## config.mk

```make
export PLATFORM = sky130hd
export DESIGN_NAME = enemy_grid_engine_flat
export DESIGN_NICKNAME = d
export VERILOG_FILES = /design/src/rtl/game_pkg.sv /design/src/rtl/enemy_grid_engine_if.sv /design/src/rtl/sprite_scanner.sv /design/src/rtl/enemy_grid_engine.sv /design/src/flat_wrapper.sv
export SDC_FILE = /design/constraint.sdc
export NUM_CORES = 1
export LEC_CHECK = 0
export ABC_AREA = 0
export BUFFER_PORTS_ARGS = -buffer_cell sky130_fd_sc_hd__buf_2
export CAP_MARGIN = 20
export CORE_MARGIN = 10
export CORE_UTILIZATION = 55
export DETAILED_ROUTE_END_ITERATION = 8
export PLACE_DENSITY = 0.77
export SLEW_MARGIN = 20
export SYNTH_ARGS = -nofsm -noshare
export SYNTH_HDL_FRONTEND = slang
export SYNTH_SLANG_ARGS = --single-unit
export TNS_END_PERCENT = 20
```

## constraint.sdc

```tcl
create_clock -name clk -period 4.6 [get_ports clk]
set_input_delay 1.15 -clock clk [delete_from_list [all_inputs] [get_ports clk]]
set_output_delay 1.15 -clock clk [all_outputs]
set_load 0.05 [all_outputs]
```

## src/rtl/game_pkg.sv

```systemverilog
// Shared game constants: screen geometry, pixel field widths, palette and
// the enemy engine state encoding. Imported by the enemy grid engine, its
// bus interface and the sprite scanner.
package game_pkg;

  localparam int unsigned SCREEN_W = 320;
  localparam int unsigned SCREEN_H = 240;
  localparam int unsigned X_W      = 9;
  localparam int unsigned Y_W      = 8;
  localparam int unsigned C_W      = 3;

  localparam logic [C_W-1:0] BLACK  = 3'b000;
  localparam logic [C_W-1:0] BULLET = 3'b111;
  localparam logic [C_W-1:0] ENEMY  = 3'b010;
  localparam logic [C_W-1:0] USER   = 3'b001;

  typedef enum logic [2:0] {
    IDLE  = 3'd0,
    HIT   = 3'd1,
    ERASE = 3'd2,
    MOVE  = 3'd3,
    DRAW  = 3'd4,
    DONE  = 3'd5
  } enemy_state_e;

endpackage

```

## src/rtl/enemy_grid_engine_if.sv

```systemverilog
// Control/pixel bus between the main control FSM (master) and the enemy grid
// engine (slave).
//   start, bullet_valid, bullet_x, bullet_y : step request and bullet sample
//   busy, done, hit                         : step handshake and kill pulse
//   plot, x, y, colour                      : pixel stream to the VGA mux
//   alive_count, cleared, landed            : formation status
interface enemy_grid_engine_if
  import game_pkg::*;
#(
  parameter int unsigned CNT_W = 5
);

  logic             start;
  logic             bullet_valid;
  logic [X_W-1:0]   bullet_x;
  logic [Y_W-1:0]   bullet_y;
  logic             busy;
  logic             done;
  logic             plot;
  logic [X_W-1:0]   x;
  logic [Y_W-1:0]   y;
  logic [C_W-1:0]   colour;
  logic             hit;
  logic [CNT_W-1:0] alive_count;
  logic             cleared;
  logic             landed;

  modport master (
    output start, bullet_valid, bullet_x, bullet_y,
    input  busy, done, plot, x, y, colour, hit, alive_count, cleared, landed
  );

  modport slave (
    input  start, bullet_valid, bullet_x, bullet_y,
    output busy, done, plot, x, y, colour, hit, alive_count, cleared, landed
  );

endinterface

```

## src/rtl/sprite_scanner.sv

```systemverilog
// Row-major pixel walker over a SPR_W x SPR_H box at a given origin.
//   clk, resetn : clock, synchronous active-low reset
//   adv         : consume the current pixel and move to the next one
//   origin_x/y  : top-left of the box
//   px_c, py_c  : current pixel coordinate (combinational)
//   last_c      : current pixel is the final one of the box (combinational)
// The counters wrap to zero after the last pixel, so the next box starts
// without a restart cycle.
module sprite_scanner
  import game_pkg::*;
#(
  parameter int unsigned SPR_W = 20,
  parameter int unsigned SPR_H = 16
) (
  input  logic           clk,
  input  logic           resetn,
  input  logic           adv,
  input  logic [X_W-1:0] origin_x,
  input  logic [Y_W-1:0] origin_y,
  output logic [X_W-1:0] px_c,
  output logic [Y_W-1:0] py_c,
  output logic           last_c
);

  localparam int unsigned COL_W = (SPR_W > 1) ? $clog2(SPR_W) : 1;
  localparam int unsigned ROW_W = (SPR_H > 1) ? $clog2(SPR_H) : 1;

  logic [COL_W-1:0] col;
  logic [ROW_W-1:0] row;
  logic             col_end;

  assign col_end = (col == COL_W'(SPR_W - 1));
  assign last_c  = col_end && (row == ROW_W'(SPR_H - 1));
  assign px_c    = origin_x + X_W'(col);
  assign py_c    = origin_y + Y_W'(row);

  // Column counter runs fastest; both wrap after the final pixel.
  always_ff @(posedge clk) begin
    if (!resetn) begin
      col <= '0;
      row <= '0;
    end else if (adv) begin
      if (last_c) begin
        col <= '0;
        row <= '0;
      end else if (col_end) begin
        col <= '0;
        row <= row + 1'b1;
      end else begin
        col <= col + 1'b1;
      end
    end
  end

endmodule

```

## src/rtl/enemy_grid_engine.sv

```systemverilog
// Enemy formation engine: alive mask, marching anchor, bullet collision and
// an erase/redraw pixel stream per frame step.
//   clk, resetn : clock, synchronous active-low reset
//   bus (slave) : start/bullet request in; busy/done/hit handshake,
//                 plot/x/y/colour pixel stream and alive_count/cleared/landed out
module enemy_grid_engine
  import game_pkg::*;
#(
  parameter int unsigned    ROWS      = 2,
  parameter int unsigned    COLS      = 9,
  parameter int unsigned    SPR_W     = 20,
  parameter int unsigned    SPR_H     = 16,
  parameter int unsigned    PITCH_X   = 28,
  parameter int unsigned    PITCH_Y   = 25,
  parameter int unsigned    ANCHOR_X0 = 8,
  parameter int unsigned    ANCHOR_Y0 = 10,
  parameter int unsigned    X_MIN     = 8,
  parameter int unsigned    X_MAX     = 60,
  parameter int unsigned    STEP_X    = 1,
  parameter int unsigned    DROP_Y    = 20,
  parameter int unsigned    Y_LIMIT   = 200,
  parameter logic [C_W-1:0] COLOUR    = ENEMY
) (
  input logic                clk,
  input logic                resetn,
  enemy_grid_engine_if.slave bus
);

  localparam int unsigned N     = ROWS * COLS;
  localparam int unsigned CNT_W = $clog2(N + 1);
  localparam int unsigned E_W   = (N > 1) ? $clog2(N) : 1;
  localparam int unsigned R_W   = (ROWS > 1) ? $clog2(ROWS) : 1;
  localparam int unsigned K_W   = (COLS > 1) ? $clog2(COLS) : 1;
  localparam int unsigned A_W   = 16;
  localparam int unsigned S_W   = A_W + 1;
  localparam logic [A_W-1:0] BOTTOM_OFS = A_W'((ROWS - 1) * PITCH_Y + SPR_H);

  enemy_state_e     state, state_d;
  logic [E_W-1:0]   e_idx, e_d;
  logic [R_W-1:0]   r_idx, r_d;
  logic [K_W-1:0]   c_idx, c_d;
  logic [N-1:0]     mask, mask_d;
  logic [X_W-1:0]   anchor_x, ax_d;
  logic [Y_W-1:0]   anchor_y, ay_d;
  logic             dir_right, dir_d;
  logic             landed, landed_d;
  logic             vic_valid, vic_valid_d;
  logic [E_W-1:0]   vic_idx, vic_idx_d;
  logic [X_W-1:0]   bul_x, bul_x_d;
  logic [Y_W-1:0]   bul_y, bul_y_d;
  logic [CNT_W-1:0] alive, alive_d;
  logic             cleared_q;
  logic             busy_q, busy_d, done_q, done_d, plot_q, plot_d, hit_q, hit_d;
  logic [X_W-1:0]   x_q, x_d;
  logic [Y_W-1:0]   y_q, y_d;
  logic [C_W-1:0]   col_q, col_d;

  logic [A_W-1:0]   org_x, org_y, nx, ny;
  logic signed [S_W-1:0] nx_s;
  logic             bul_in_box, last_enemy, enemy_next, scan_adv;
  logic [X_W-1:0]   px_c;
  logic [Y_W-1:0]   py_c;
  logic             scan_last_c;

  // Box origin of the enemy under the cursor, at full width.
  assign org_x = A_W'(anchor_x) + A_W'(c_idx) * A_W'(PITCH_X);
  assign org_y = A_W'(anchor_y) + A_W'(r_idx) * A_W'(PITCH_Y);
  assign bul_in_box = (A_W'(bul_x) >= org_x) && (A_W'(bul_x) < org_x + A_W'(SPR_W)) &&
                      (A_W'(bul_y) >= org_y) && (A_W'(bul_y) < org_y + A_W'(SPR_H));
  assign last_enemy = (e_idx == E_W'(N - 1));

  sprite_scanner #(.SPR_W(SPR_W), .SPR_H(SPR_H)) u_scan (
    .clk      (clk),
    .resetn   (resetn),
    .adv      (scan_adv),
    .origin_x (X_W'(org_x)),
    .origin_y (Y_W'(org_y)),
    .px_c     (px_c),
    .py_c     (py_c),
    .last_c   (scan_last_c)
  );

  // Next-state and next-output logic.
  always_comb begin
    state_d     = state;
    e_d         = e_idx;
    r_d         = r_idx;
    c_d         = c_idx;
    mask_d      = mask;
    ax_d        = anchor_x;
    ay_d        = anchor_y;
    dir_d       = dir_right;
    landed_d    = landed;
    vic_valid_d = vic_valid;
    vic_idx_d   = vic_idx;
    bul_x_d     = bul_x;
    bul_y_d     = bul_y;
    alive_d     = alive;
    busy_d      = 1'b0;
    done_d      = 1'b0;
    plot_d      = 1'b0;
    hit_d       = 1'b0;
    x_d         = x_q;
    y_d         = y_q;
    col_d       = col_q;
    enemy_next  = 1'b0;
    scan_adv    = 1'b0;
    nx          = '0;
    nx_s        = '0;
    ny          = A_W'(anchor_y);

    unique case (state)
      IDLE: begin
        if (bus.start) begin
          if (landed) begin
            done_d = 1'b1;
          end else begin
            busy_d      = 1'b1;
            bul_x_d     = bus.bullet_x;
            bul_y_d     = bus.bullet_y;
            vic_valid_d = 1'b0;
            vic_idx_d   = '0;
            state_d     = bus.bullet_valid ? HIT : ERASE;
          end
        end
      end
      HIT: begin
        busy_d     = 1'b1;
        enemy_next = 1'b1;
        if (!vic_valid && mask[e_idx] && bul_in_box) begin
          vic_valid_d = 1'b1;
          vic_idx_d   = e_idx;
        end
        if (last_enemy) state_d = ERASE;
      end
      ERASE, DRAW: begin
        busy_d = 1'b1;
        if (mask[e_idx]) begin
          plot_d     = 1'b1;
          x_d        = px_c;
          y_d        = py_c;
          col_d      = (state == DRAW) ? COLOUR : BLACK;
          scan_adv   = 1'b1;
          enemy_next = scan_last_c;
        end else begin
          enemy_next = 1'b1;
        end
        if (enemy_next && last_enemy) state_d = (state == ERASE) ? MOVE : DONE;
      end
      MOVE: begin
        busy_d = 1'b1;
        if (vic_valid) begin
          mask_d[vic_idx] = 1'b0;
          alive_d         = alive - 1'b1;
        end
        if (dir_right) begin
          nx = A_W'(anchor_x) + A_W'(STEP_X);
          if (nx > A_W'(X_MAX)) begin
            ny    = ny + A_W'(DROP_Y);
            dir_d = 1'b0;
          end else begin
            ax_d = X_W'(nx);
          end
        end else begin
          // Signed so a step past zero still registers as below X_MIN.
          nx_s = signed'(S_W'(anchor_x)) - signed'(S_W'(STEP_X));
          if (nx_s < signed'(S_W'(X_MIN))) begin
            ny    = ny + A_W'(DROP_Y);
            dir_d = 1'b1;
          end else begin
            ax_d = X_W'(nx_s);
          end
        end
        ay_d = Y_W'(ny);
        if (ny + BOTTOM_OFS >= A_W'(Y_LIMIT)) landed_d = 1'b1;
        state_d = DRAW;
      end
      DONE: begin
        done_d  = 1'b1;
        hit_d   = vic_valid;
        state_d = IDLE;
      end
      default: state_d = IDLE;
    endcase

    // Enemy cursor walks index order, tracking row/column alongside.
    if (enemy_next) begin
      if (last_enemy) begin
        e_d = '0;
        r_d = '0;
        c_d = '0;
      end else begin
        e_d = e_idx + 1'b1;
        if (c_idx == K_W'(COLS - 1)) begin
          c_d = '0;
          r_d = r_idx + 1'b1;
        end else begin
          c_d = c_idx + 1'b1;
        end
      end
    end
  end

  // State and registered outputs.
  always_ff @(posedge clk) begin
    if (!resetn) begin
      state     <= IDLE;
      e_idx     <= '0;
      r_idx     <= '0;
      c_idx     <= '0;
      mask      <= '1;
      anchor_x  <= X_W'(ANCHOR_X0);
      anchor_y  <= Y_W'(ANCHOR_Y0);
      dir_right <= 1'b1;
      landed    <= 1'b0;
      vic_valid <= 1'b0;
      vic_idx   <= '0;
      bul_x     <= '0;
      bul_y     <= '0;
      alive     <= CNT_W'(N);
      cleared_q <= 1'b0;
      busy_q    <= 1'b0;
      done_q    <= 1'b0;
      plot_q    <= 1'b0;
      hit_q     <= 1'b0;
      x_q       <= '0;
      y_q       <= '0;
      col_q     <= '0;
    end else begin
      state     <= state_d;
      e_idx     <= e_d;
      r_idx     <= r_d;
      c_idx     <= c_d;
      mask      <= mask_d;
      anchor_x  <= ax_d;
      anchor_y  <= ay_d;
      dir_right <= dir_d;
      landed    <= landed_d;
      vic_valid <= vic_valid_d;
      vic_idx   <= vic_idx_d;
      bul_x     <= bul_x_d;
      bul_y     <= bul_y_d;
      alive     <= alive_d;
      cleared_q <= (alive_d == '0);
      busy_q    <= busy_d;
      done_q    <= done_d;
      plot_q    <= plot_d;
      hit_q     <= hit_d;
      x_q       <= x_d;
      y_q       <= y_d;
      col_q     <= col_d;
    end
  end

  assign bus.busy        = busy_q;
  assign bus.done        = done_q;
  assign bus.plot        = plot_q;
  assign bus.x           = x_q;
  assign bus.y           = y_q;
  assign bus.colour      = col_q;
  assign bus.hit         = hit_q;
  assign bus.alive_count = alive;
  assign bus.cleared     = cleared_q;
  assign bus.landed      = landed;

endmodule

```

## src/flat_wrapper.sv

```systemverilog
// flat-port wrapper written by rule: the top's interface ports become plain ports
module enemy_grid_engine_flat import game_pkg::*;
#(
  parameter int unsigned    ROWS      = 2,
  parameter int unsigned    COLS      = 9,
  parameter int unsigned    SPR_W     = 20,
  parameter int unsigned    SPR_H     = 16,
  parameter int unsigned    PITCH_X   = 28,
  parameter int unsigned    PITCH_Y   = 25,
  parameter int unsigned    ANCHOR_X0 = 8,
  parameter int unsigned    ANCHOR_Y0 = 10,
  parameter int unsigned    X_MIN     = 8,
  parameter int unsigned    X_MAX     = 60,
  parameter int unsigned    STEP_X    = 1,
  parameter int unsigned    DROP_Y    = 20,
  parameter int unsigned    Y_LIMIT   = 200,
  parameter logic [C_W-1:0] COLOUR    = ENEMY
)
  (clk, resetn, bus_start, bus_bullet_valid, bus_bullet_x, bus_bullet_y, bus_busy, bus_done, bus_plot, bus_x, bus_y, bus_colour, bus_hit, bus_alive_count, bus_cleared, bus_landed);
  enemy_grid_engine_if bus_i ();
  input logic clk;
  input logic resetn;
  input wire logic [$bits(bus_i.start)-1:0] bus_start;
  input wire logic [$bits(bus_i.bullet_valid)-1:0] bus_bullet_valid;
  input wire logic [$bits(bus_i.bullet_x)-1:0] bus_bullet_x;
  input wire logic [$bits(bus_i.bullet_y)-1:0] bus_bullet_y;
  output wire logic [$bits(bus_i.busy)-1:0] bus_busy;
  output wire logic [$bits(bus_i.done)-1:0] bus_done;
  output wire logic [$bits(bus_i.plot)-1:0] bus_plot;
  output wire logic [$bits(bus_i.x)-1:0] bus_x;
  output wire logic [$bits(bus_i.y)-1:0] bus_y;
  output wire logic [$bits(bus_i.colour)-1:0] bus_colour;
  output wire logic [$bits(bus_i.hit)-1:0] bus_hit;
  output wire logic [$bits(bus_i.alive_count)-1:0] bus_alive_count;
  output wire logic [$bits(bus_i.cleared)-1:0] bus_cleared;
  output wire logic [$bits(bus_i.landed)-1:0] bus_landed;
  assign bus_i.start = bus_start;
  assign bus_i.bullet_valid = bus_bullet_valid;
  assign bus_i.bullet_x = bus_bullet_x;
  assign bus_i.bullet_y = bus_bullet_y;
  assign bus_busy = bus_i.busy;
  assign bus_done = bus_i.done;
  assign bus_plot = bus_i.plot;
  assign bus_x = bus_i.x;
  assign bus_y = bus_i.y;
  assign bus_colour = bus_i.colour;
  assign bus_hit = bus_i.hit;
  assign bus_alive_count = bus_i.alive_count;
  assign bus_cleared = bus_i.cleared;
  assign bus_landed = bus_i.landed;
  enemy_grid_engine #(.ROWS(ROWS), .COLS(COLS), .SPR_W(SPR_W), .SPR_H(SPR_H), .PITCH_X(PITCH_X), .PITCH_Y(PITCH_Y), .ANCHOR_X0(ANCHOR_X0), .ANCHOR_Y0(ANCHOR_Y0), .X_MIN(X_MIN), .X_MAX(X_MAX), .STEP_X(STEP_X), .DROP_Y(DROP_Y), .Y_LIMIT(Y_LIMIT), .COLOUR(COLOUR)) u_core (.clk(clk), .resetn(resetn), .bus(bus_i));
endmodule
```

==> flow_results.xml, run 1 <==
<?xml version="1.0" encoding="UTF-8"?>
<metrics>
  <group name="synth">
    <metric name="synth_top_family_by_area" unit="">simple AND/OR/NAND/NOR gates</metric>
    <metric name="post-synth-top-area-fraction" unit="%">31.6</metric>
    <metric name="post_synth_mux_area_share" unit="%">3.07</metric>
    <metric name="synth-compound-area-share" unit="%">17.2</metric>
    <metric name="synthAdderAreaFrac" unit="%">14.5</metric>
    <metric name="synth-edff-count" unit="">0</metric>
    <metric name="synth-xor-area-share" unit="%">7.04</metric>
    <metric name="netlist-cell-type-count" unit="">67</metric>
    <metric name="synthArstFlopShare" unit="%">0</metric>
    <metric name="synthesis.instances" unit="">845</metric>
    <metric name="yosysWarnings" unit="">0</metric>
    <metric name="synth_area" unit="sq um">6840</metric>
    <metric name="synth.yosys.seq_area_share" unit="%">31.6</metric>
    <metric name="synth_top_cell_by_area" unit="">sky130_fd_sc_hd__dfxtp_1</metric>
    <metric name="synth_simple_gate_area_share" unit="%">21.7</metric>
    <metric name="avgSynthCellArea" unit="sq um">8.10</metric>
    <metric name="post_synth_main_area_contributors" unit="">sky130_fd_sc_hd__dfxtp_1, sky130_fd_sc_hd__ha_1, sky130_fd_sc_hd__nand2_1, sky130_fd_sc_hd__a21oi_1, sky130_fd_sc_hd__o21ai_0</metric>
    <metric name="synth.ff_latch_count" unit="">108</metric>
    <metric name="ys.flop_type" unit="">sky130_fd_sc_hd__dfxtp_1</metric>
  </group>
  <group name="place">
    <metric name="gpl.final_weighted_congestion" unit="">0.898</metric>
    <metric name="buffer_ports.inserted" unit="">49</metric>
    <metric name="placed_cells_incl_taps" unit="">1037</metric>
    <metric name="post-dp-hpwl" unit="mm">12.3</metric>
  </group>
  <group name="floorplanning">
    <metric name="initial_util" unit="%">56.5</metric>
    <metric name="ioPinCount" unit="">52</metric>
    <metric name="number_of_core_rows" unit="">40</metric>
    <metric name="placeableCoreArea" unit="sq um">12100</metric>
    <metric name="chip_width" unit="microns">132</metric>
    <metric name="die_area" unit="sq um">17300</metric>
    <metric name="die_h" unit="microns">132</metric>
  </group>
  <group name="final_layout">
    <metric name="nets" unit="">976</metric>
    <metric name="layout_commonest_cell" unit="">sky130_fd_sc_hd__nand2_1</metric>
    <metric name="finish.utilization" unit="%">62.6</metric>
    <metric name="area_delta_synth_final" unit="%">10.8</metric>
    <metric name="drive_gt1_share" unit="%">11.4</metric>
    <metric name="most-common-layout-cells" unit="">sky130_fd_sc_hd__nand2_1, sky130_fd_sc_hd__dfxtp_1, sky130_fd_sc_hd__a21oi_1</metric>
    <metric name="fill_cells" unit="">1083</metric>
    <metric name="antennaDiodeCount" unit="">0</metric>
    <metric name="layoutNonFillerInstCount" unit="">1052</metric>
  </group>
  <group name="sta">
    <metric name="slew_headroom" unit="%">38.3</metric>
    <metric name="maxSlewViolCount" unit="">0</metric>
    <metric name="setup_total_negative_slack" unit="ns">0</metric>
    <metric name="timing.final.hold_violations" unit="">0</metric>
    <metric name="timing.final.setup_violations" unit="">0</metric>
    <metric name="post-route-period-util" unit="%">95.7</metric>
    <metric name="tightestPinTransition" unit="ns">0.924</metric>
    <metric name="final_period_minus_worst_setup_slack" unit="ns">4.40</metric>
    <metric name="holdWs" unit="ns">0.454</metric>
    <metric name="fmaxAchievable" unit="MHz">227</metric>
    <metric name="clock_skew" unit="ns">0.00910</metric>
  </group>
  <group name="critical_path">
    <metric name="critical_path.slowest_cell" unit="">sky130_fd_sc_hd__fa_1</metric>
    <metric name="delay_of_the_slowest_critical_path_stage" unit="ns">0.54</metric>
    <metric name="worstPathCellList" unit="">fa_1 &gt; ha_1 &gt; inv_1 &gt; fa_1 &gt; inv_1 &gt; ha_1 &gt; a21oi_2 &gt; a21boi_0 &gt; or2_2 &gt; o311ai_4 &gt; inv_1 &gt; xnor2_1 &gt; ha_1 &gt; nand2_1 &gt; a21oi_1 &gt; a221oi_2 &gt; o221a_2 &gt; nand3_1 &gt; a21oi_1</metric>
    <metric name="timing_worst_setup_path_type" unit="">reg -&gt; reg</metric>
    <metric name="worst-path-max-fanout" unit="">6</metric>
    <metric name="end_kind" unit="">register</metric>
    <metric name="worstPathRequired" unit="ns">4.87</metric>
    <metric name="critPathArrivalTime" unit="ns">4.67</metric>
    <metric name="worst_setup_path_start_kind" unit="">register</metric>
  </group>
  <group name="detailed_routing">
    <metric name="detail_route.iter0.violations" unit="">568</metric>
    <metric name="first_pass_iters" unit="">5</metric>
    <metric name="drt-wirelength-per-cell" unit="microns">15.7</metric>
    <metric name="routed_wl" unit="mm">16.5</metric>
    <metric name="detailroute.via_count" unit="">5987</metric>
    <metric name="post-route-drc-count" unit="">0</metric>
    <metric name="route.antenna.remaining_nets" unit="">0</metric>
    <metric name="via_per_inst" unit="">5.69</metric>
  </group>
  <group name="clock_tree">
    <metric name="cts-hold-fix-buffers" unit="">0</metric>
    <metric name="cts_setup_buffers" unit="">0</metric>
    <metric name="clock_sinks" unit="">108</metric>
    <metric name="tritoncts" unit="">yes</metric>
    <metric name="h-tree-depth" unit="">3</metric>
    <metric name="cts_clk_pin_slew_worst_paths" unit="ns">0.08</metric>
    <metric name="cell_at_the_root_of_the_clock_tree" unit="">sky130_fd_sc_hd__clkbuf_16</metric>
    <metric name="clock_latency_at_the_later_pin_of_the_worst_skew_pair" unit="ns">0.36</metric>
    <metric name="cts-buffers-inserted" unit="">9</metric>
    <metric name="max-clock-path-buffers" unit="">2</metric>
  </group>
  <group name="grt">
    <metric name="grt_pass1_vias" unit="">5587</metric>
    <metric name="gr-usage-all-layers" unit="%">18.9</metric>
    <metric name="aggregate_global_routing_overflow" unit="">0</metric>
    <metric name="antenna_found_initial" unit="">0</metric>
    <metric name="grt_pass1_wl" unit="mm">27.7</metric>
    <metric name="grt_max_degree" unit="">50</metric>
  </group>
  <group name="min_path">
    <metric name="worst_hold_path_type" unit="">reg -&gt; reg</metric>
  </group>
  <group name="power_and_ir_drop">
    <metric name="report.power.total" unit="W">0.00218</metric>
    <metric name="power.density_cell_area" unit="nW/um^2">287</metric>
    <metric name="worst_ir_drop_vdd" unit="mV">0.188</metric>
    <metric name="leakagePower" unit="nW">3.14</metric>
  </group>
  <group name="outcome">
    <metric name="status" unit="">completed</metric>
  </group>
  <group name="run">
    <metric name="total_of_max_cap_violations" unit="">0</metric>
  </group>
</metrics>
## worst max-delay path: cells and delay by family, from the launching register on
family                     cells  cell delay (ns)
and+or+nand+nor                3             0.49
xor gates and xnor gates       1             0.14
DFF                            1             0.34
AOI/OAI and AO/OA              7             1.37
adders and majority gates      5             1.79
buffers and inverters          3             0.20
## cell families after synthesis
logic type	after synthesis
XOR/XNOR	55
other	1
multiplexers	13
buffers and inverters	83
flip-flops	108
AND/OR/NAND/NOR	316
AO/OA/AOI/OAI	194
adder cells (fa/ha/maj)	75
## state kept, by name, indices dropped and copies added, names as in the netlist, 3 cells and up
name and flops:
u_core.bus.y 8, u_core.mask 18, u_core.bul_x 9, u_core.u_scan.row 4
u_core.c_idx 4, u_core.anchor_x 9, u_core.u_scan.col 5, u_core.bul_y 8
u_core.anchor_y 6, u_core.e_idx 5, u_core.vic_idx 5, u_core.bus.alive_count 5
u_core.state 3, u_core.bus.x 9
## power breakdown
group | internal, W | switching (W) | leakage (nW)
Sequential | 0.000967 | 0.0000450 | 0.877
Clock | 0.000424 | 0.000356 | 0.140
Combinational | 0.000137 | 0.000247 | 2.13
Total | 0.00153 | 0.000648 | 3.14
## what timing repair did
| item | in CTS | in global routing |
|---|---|---|
| pin swaps | 0 | 2 |
| resized for setup | 1 | 10 |
| setup endpoints to repair | 5 | 6 |
## per-layer routing
metal	global-route usage [%]	wire, microns	vias up
li1	-	-	3003
met1	25.0	7530	2781
met2	30.0	7670	175
met3	3.96	943	28
met4	5.69	321	0
met5	0	0	-
## path summary, 6_finish.rpt
path	start	to	slack, ns	cells after the start
min	u_core.bus.y[3]$_SDFFE_PN0P_	u_core.bus.y[3]$_SDFFE_PN0P_	0.45	2
min reg2reg	u_core.bus.y[3]$_SDFFE_PN0P_	u_core.bus.y[3]$_SDFFE_PN0P_	0.45	2
max reg2reg	u_core.c_idx[0]$_SDFFE_PN0P_	u_core.vic_idx[0]$_SDFFE_PN0P_	0.20	19
max	u_core.c_idx[0]$_SDFFE_PN0P_	u_core.vic_idx[0]$_SDFFE_PN0P_	0.20	19
## cells in the mapped netlist, drive strengths merged, types with 2 or more instances
| cell type | count |
|---|---|
| o31ai | 5 |
| a211oi | 9 |
| nor2b | 14 |
| ha | 68 |
| fa | 7 |
| nand4b | 2 |
| xor2 | 22 |
| nor4 | 8 |
| a22oi | 2 |
| and4 | 2 |
| or2 | 2 |
| and2 | 9 |
| o211ai | 7 |
| or4 | 2 |
| o311ai | 2 |
| o21bai | 3 |
| a41oi | 2 |
| o21a | 4 |
| buf | 7 |
| xnor2 | 33 |
| nand2 | 126 |
| mux4 | 5 |
| o21ai | 62 |
| and3 | 6 |
| clkbuf | 30 |
| or3 | 8 |
| nand3b | 4 |
| a21o | 11 |
| nor4b | 2 |
| nand4 | 9 |
| nor3 | 16 |
| a21oi | 72 |
| nand3 | 26 |
| a221oi | 2 |
| nand2b | 6 |
| mux2i | 7 |
| nor3b | 3 |
| a311o | 2 |
| nor2 | 67 |
| dfxtp | 108 |
| inv | 46 |
## area by class of cell
type	instances	area (sq um)	share of cell area, %
inverter	46	173	2.28
tap	168	210	2.77
sequential	108	2160	28.5
multi-input combinational	655	4420	58.2
clock inverter	5	62.6	0.825
clock buffer	10	229	3.02
timing repair buffer	60	328	4.32
## through the flow
stage	setup WS, ns	cell area (sq um)
after floorplan	0.185	6840
after global placement	0.0753	7240
after detailed placement	-0.0696	7240
after CTS	0.0349	7530
after global routing	-0.0672	7580
final	0.200	7580
No activity file was read; power rests on OpenSTA's default activity.
==> inputs of run 2 (changes only) <==
Settings changed: BUFFER_PORTS_ARGS -buffer_cell sky130_fd_sc_hd__buf_2 to not set, CORE_UTILIZATION 55 to 58, DONT_BUFFER_PORTS set to 1, PLACE_DENSITY 0.77 to 0.76, SLEW_MARGIN 20 to 25.
==> run 2 against run 1 <==
Clock skew increased by 0.0044 ns. Clock power decreased by 0.8%. Total power decreased by 1.3%. Combinational power decreased by 17%. Core utilization increased by 1.1 points. Via count decreased by 1.7%. Non-clock buffer count decreased by 51. Sequential power increased by 4%. Wire length increased by 1.0%.
==> flow_results.xml, run 2 (synthesis gave the netlist of run 1 again) <==
<?xml version="1.0" encoding="UTF-8"?>
<metrics>
  <group name="critical_path">
    <metric name="end_kind" unit="">register</metric>
    <metric name="worstPathCellList" unit="">fa_1 &gt; ha_1 &gt; inv_1 &gt; fa_1 &gt; inv_1 &gt; ha_1 &gt; nand3b_1 &gt; a21boi_1 &gt; or2_2 &gt; o311ai_2 &gt; buf_4 &gt; inv_1 &gt; xnor2_1 &gt; ha_1 &gt; nand2_1 &gt; a21oi_1 &gt; a221oi_2 &gt; o221a_2 &gt; nand3_1 &gt; a21oi_2</metric>
    <metric name="worst_flop_to_flop_path_startpoint" unit="">u_core.c_idx[0]$_SDFFE_PN0P_</metric>
    <metric name="depth_of_the_most_critical_reg_to_reg_path" unit="">20</metric>
    <metric name="critPathArrivalTime" unit="ns">4.69</metric>
    <metric name="delay_of_the_slowest_critical_path_stage" unit="ns">0.54</metric>
    <metric name="worstPathRequired" unit="ns">4.90</metric>
    <metric name="critical_path.slowest_cell" unit="">sky130_fd_sc_hd__fa_1</metric>
    <metric name="r2r-end" unit="">u_core.vic_idx[3]$_SDFFE_PN0P_</metric>
    <metric name="worst_path_dominant_cell_family" unit="">adder cells</metric>
    <metric name="regToRegSetupSlack" unit="ns">0.22</metric>
    <metric name="worst-path-max-fanout" unit="">6</metric>
    <metric name="logic_depth_of_the_worst_setup_path_including_buffers" unit="">20</metric>
    <metric name="timing.critical_path.buf_inv" unit="">4</metric>
    <metric name="worst_setup_path_start_kind" unit="">register</metric>
    <metric name="timing_worst_setup_path_type" unit="">reg -&gt; reg</metric>
  </group>
  <group name="sta">
    <metric name="timing.final.setup_violations" unit="">0</metric>
    <metric name="maxSlewViolCount" unit="">0</metric>
    <metric name="final_period_minus_worst_setup_slack" unit="ns">4.38</metric>
    <metric name="setup_total_negative_slack" unit="ns">0</metric>
    <metric name="post-route-period-util" unit="%">95.3</metric>
    <metric name="tightestPinTransition" unit="ns">0.911</metric>
    <metric name="timing.final.hold_violations" unit="">0</metric>
    <metric name="fmaxAchievable" unit="MHz">228</metric>
    <metric name="slew_headroom" unit="%">38.5</metric>
    <metric name="clock_skew" unit="ns">0.0135</metric>
    <metric name="grt_setup_unrepaired" unit="">no</metric>
  </group>
  <group name="power_and_ir_drop">
    <metric name="power.density_cell_area" unit="nW/um^2">294</metric>
    <metric name="leakagePower" unit="nW">2.89</metric>
    <metric name="worst_ir_drop_vdd" unit="mV">0.480</metric>
    <metric name="share_seq_of_total_power" unit="%">49.0</metric>
    <metric name="internal-power" unit="W">0.00148</metric>
    <metric name="clockPowerShare" unit="%">36.0</metric>
    <metric name="comb_power_share" unit="%">15.0</metric>
    <metric name="total_switching_power" unit="W">0.000663</metric>
    <metric name="power.switching_fraction" unit="%">30.9</metric>
  </group>
  <group name="detailed_routing">
    <metric name="detailroute.via_count" unit="">5886</metric>
    <metric name="detail_route.iter0.violations" unit="">444</metric>
    <metric name="route.antenna.remaining_nets" unit="">0</metric>
    <metric name="post-route-drc-count" unit="">0</metric>
    <metric name="routed_wl" unit="mm">16.6</metric>
    <metric name="via_per_inst" unit="">6.02</metric>
    <metric name="first_pass_iters" unit="">5</metric>
    <metric name="drt-wirelength-per-cell" unit="microns">17.0</metric>
  </group>
  <group name="final_layout">
    <metric name="drive_gt1_share" unit="%">6.59</metric>
    <metric name="most-common-layout-cells" unit="">sky130_fd_sc_hd__nand2_1, sky130_fd_sc_hd__dfxtp_1, sky130_fd_sc_hd__a21oi_1</metric>
    <metric name="top_register" unit="">u_core.mask</metric>
    <metric name="flip_flop_count_of_the_largest_register_after_layout" unit="">18</metric>
    <metric name="nets" unit="">925</metric>
    <metric name="area_delta_synth_final" unit="%">6.77</metric>
    <metric name="antennaDiodeCount" unit="">0</metric>
    <metric name="layout_commonest_cell" unit="">sky130_fd_sc_hd__nand2_1</metric>
    <metric name="finalInstanceArea" unit="sq um">7300</metric>
  </group>
  <group name="clock_tree">
    <metric name="cell_at_the_root_of_the_clock_tree" unit="">sky130_fd_sc_hd__clkbuf_16</metric>
    <metric name="cts_clk_pin_slew_worst_paths" unit="ns">0.08</metric>
    <metric name="clock_sinks" unit="">108</metric>
    <metric name="cts-hold-fix-buffers" unit="">0</metric>
    <metric name="h-tree-depth" unit="">3</metric>
    <metric name="tritoncts" unit="">yes</metric>
    <metric name="cts-buffers-inserted" unit="">9</metric>
    <metric name="clock_latency_at_the_later_pin_of_the_worst_skew_pair" unit="ns">0.37</metric>
    <metric name="max-clock-path-buffers" unit="">2</metric>
  </group>
  <group name="grt">
    <metric name="grt_max_degree" unit="">69</metric>
    <metric name="aggregate_global_routing_overflow" unit="">0</metric>
    <metric name="gr-usage-all-layers" unit="%">20.1</metric>
    <metric name="grt_pass1_wl" unit="mm">27.2</metric>
    <metric name="grt_pass1_vias" unit="">5589</metric>
    <metric name="antenna_found_initial" unit="">0</metric>
  </group>
  <group name="outcome">
    <metric name="status" unit="">completed</metric>
  </group>
  <group name="floorplanning">
    <metric name="die_area" unit="sq um">16500</metric>
    <metric name="initial_util" unit="%">59.7</metric>
    <metric name="placeableCoreArea" unit="sq um">11500</metric>
    <metric name="ioPinCount" unit="">52</metric>
    <metric name="die_h" unit="microns">129</metric>
    <metric name="number_of_core_rows" unit="">39</metric>
    <metric name="chip_width" unit="microns">129</metric>
  </group>
  <group name="place">
    <metric name="place_area" unit="sq um">6940</metric>
    <metric name="gpl.final_weighted_congestion" unit="">0.927</metric>
    <metric name="post-dp-hpwl" unit="mm">12.3</metric>
    <metric name="buffer_ports.inserted" unit="">0</metric>
  </group>
  <group name="min_path">
    <metric name="hold_end" unit="">u_core.bul_y[0]$_SDFFE_PN0P_</metric>
    <metric name="worst_hold_path_type" unit="">reg -&gt; reg</metric>
    <metric name="hold_path.startpoint" unit="">u_core.bul_y[0]$_SDFFE_PN0P_</metric>
    <metric name="hold_depth" unit="">2</metric>
  </group>
  <group name="run">
    <metric name="total_of_max_cap_violations" unit="">0</metric>
  </group>
</metrics>
## run 2: cell count changes in the layout (fill, tap and decap cells not counted), sizes merged
cell,change
inv,+3
clkinv,-1
buf,-51
bufinv,-1
## run 2: worst max path at each step
stage                                             from                             end  slack (ns)
after global placement    u_core.c_idx[1]$_SDFFE_PN0P_  u_core.vic_idx[3]$_SDFFE_PN0P_        0.15
after CTS                 u_core.c_idx[1]$_SDFFE_PN0P_  u_core.vic_idx[3]$_SDFFE_PN0P_        0.03
final                     u_core.c_idx[0]$_SDFFE_PN0P_  u_core.vic_idx[3]$_SDFFE_PN0P_        0.22
after detailed placement  u_core.c_idx[1]$_SDFFE_PN0P_  u_core.vic_idx[3]$_SDFFE_PN0P_        0.03
after global routing      u_core.c_idx[0]$_SDFFE_PN0P_  u_core.vic_idx[0]$_SDFFE_PN0P_        0.02
after floorplan           u_core.c_idx[0]$_SDFFE_PN0P_  u_core.vic_idx[0]$_SDFFE_PN0P_        0.19
## run 2: area by class of cell
class                           instances  area, sq um
Fill cell                             980         4160
Tap cell                              143          179
Multi-Input combinational cell        655         4430
Clock buffer                           10          239
Timing Repair Buffer                    9         67.6
Inverter                               46          175
Sequential cell                       108         2160
Clock inverter                          6         52.6
## run 2: routing by layer
layer | GRT usage [%] | vias up | share of wire [%]
met3 | 4.80 | 28 | 5.5
li1 | - | 2916 | -
met4 | 7.40 | 0 | 2.2
met2 | 32.7 | 152 | 47
met1 | 25.3 | 2790 | 45
met5 | 0 | - | 0
## run 2: power groups by stage
stage          combinational (W)  clock, W  sequential [W]
2_1_floorplan           0.000260         0         0.00105
6_report                0.000321  0.000773         0.00105
3_5_place_dp            0.000313         0         0.00108
4_1_cts                 0.000315  0.000782         0.00105
3_3_place_gp            0.000302         0         0.00107
5_1_grt                 0.000364  0.000828         0.00106
## run 2: what timing repair did
| item | 4_1_cts | 5_1_grt |
|---|---|---|
| resized for setup | 0 | 18 |
| setup buffers | 0 | 1 |
| endpoints found under the setup margin | 0 | 6 |
## run 2: worst register-to-register path: stages (launching register included)
cell,delay [ns]
sky130_fd_sc_hd__dfxtp_2,0.33
sky130_fd_sc_hd__fa_1,0.54
sky130_fd_sc_hd__ha_1,0.16
sky130_fd_sc_hd__inv_1,0.05
sky130_fd_sc_hd__fa_1,0.48
sky130_fd_sc_hd__inv_1,0.08
sky130_fd_sc_hd__ha_1,0.30
sky130_fd_sc_hd__nand3b_1,0.13
sky130_fd_sc_hd__a21boi_1,0.10
sky130_fd_sc_hd__or2_2,0.29
sky130_fd_sc_hd__o311ai_2,0.21
sky130_fd_sc_hd__buf_4,0.17
sky130_fd_sc_hd__inv_1,0.06
sky130_fd_sc_hd__xnor2_1,0.12
sky130_fd_sc_hd__ha_1,0.32
sky130_fd_sc_hd__nand2_1,0.08
sky130_fd_sc_hd__a21oi_1,0.04
sky130_fd_sc_hd__a221oi_2,0.29
sky130_fd_sc_hd__o221a_2,0.30
sky130_fd_sc_hd__nand3_1,0.12
sky130_fd_sc_hd__a21oi_2,0.16
## run 2: per-stage QoR
step	hold WS, ns	utilization (%)	total power, W	std cells	worst slack (ns)
3_3_place_gp	0.438	60.5	0.00137	960	0.147
3_5_place_dp	0.449	60.5	0.00139	960	0.0349
4_1_cts	0.460	63.1	0.00215	976	0.0292
5_1_grt	0.482	63.7	0.00225	977	0.0215
6_report	0.460	63.7	0.00215	977	0.217
2_1_floorplan	0.426	-	0.00131	846	0.185
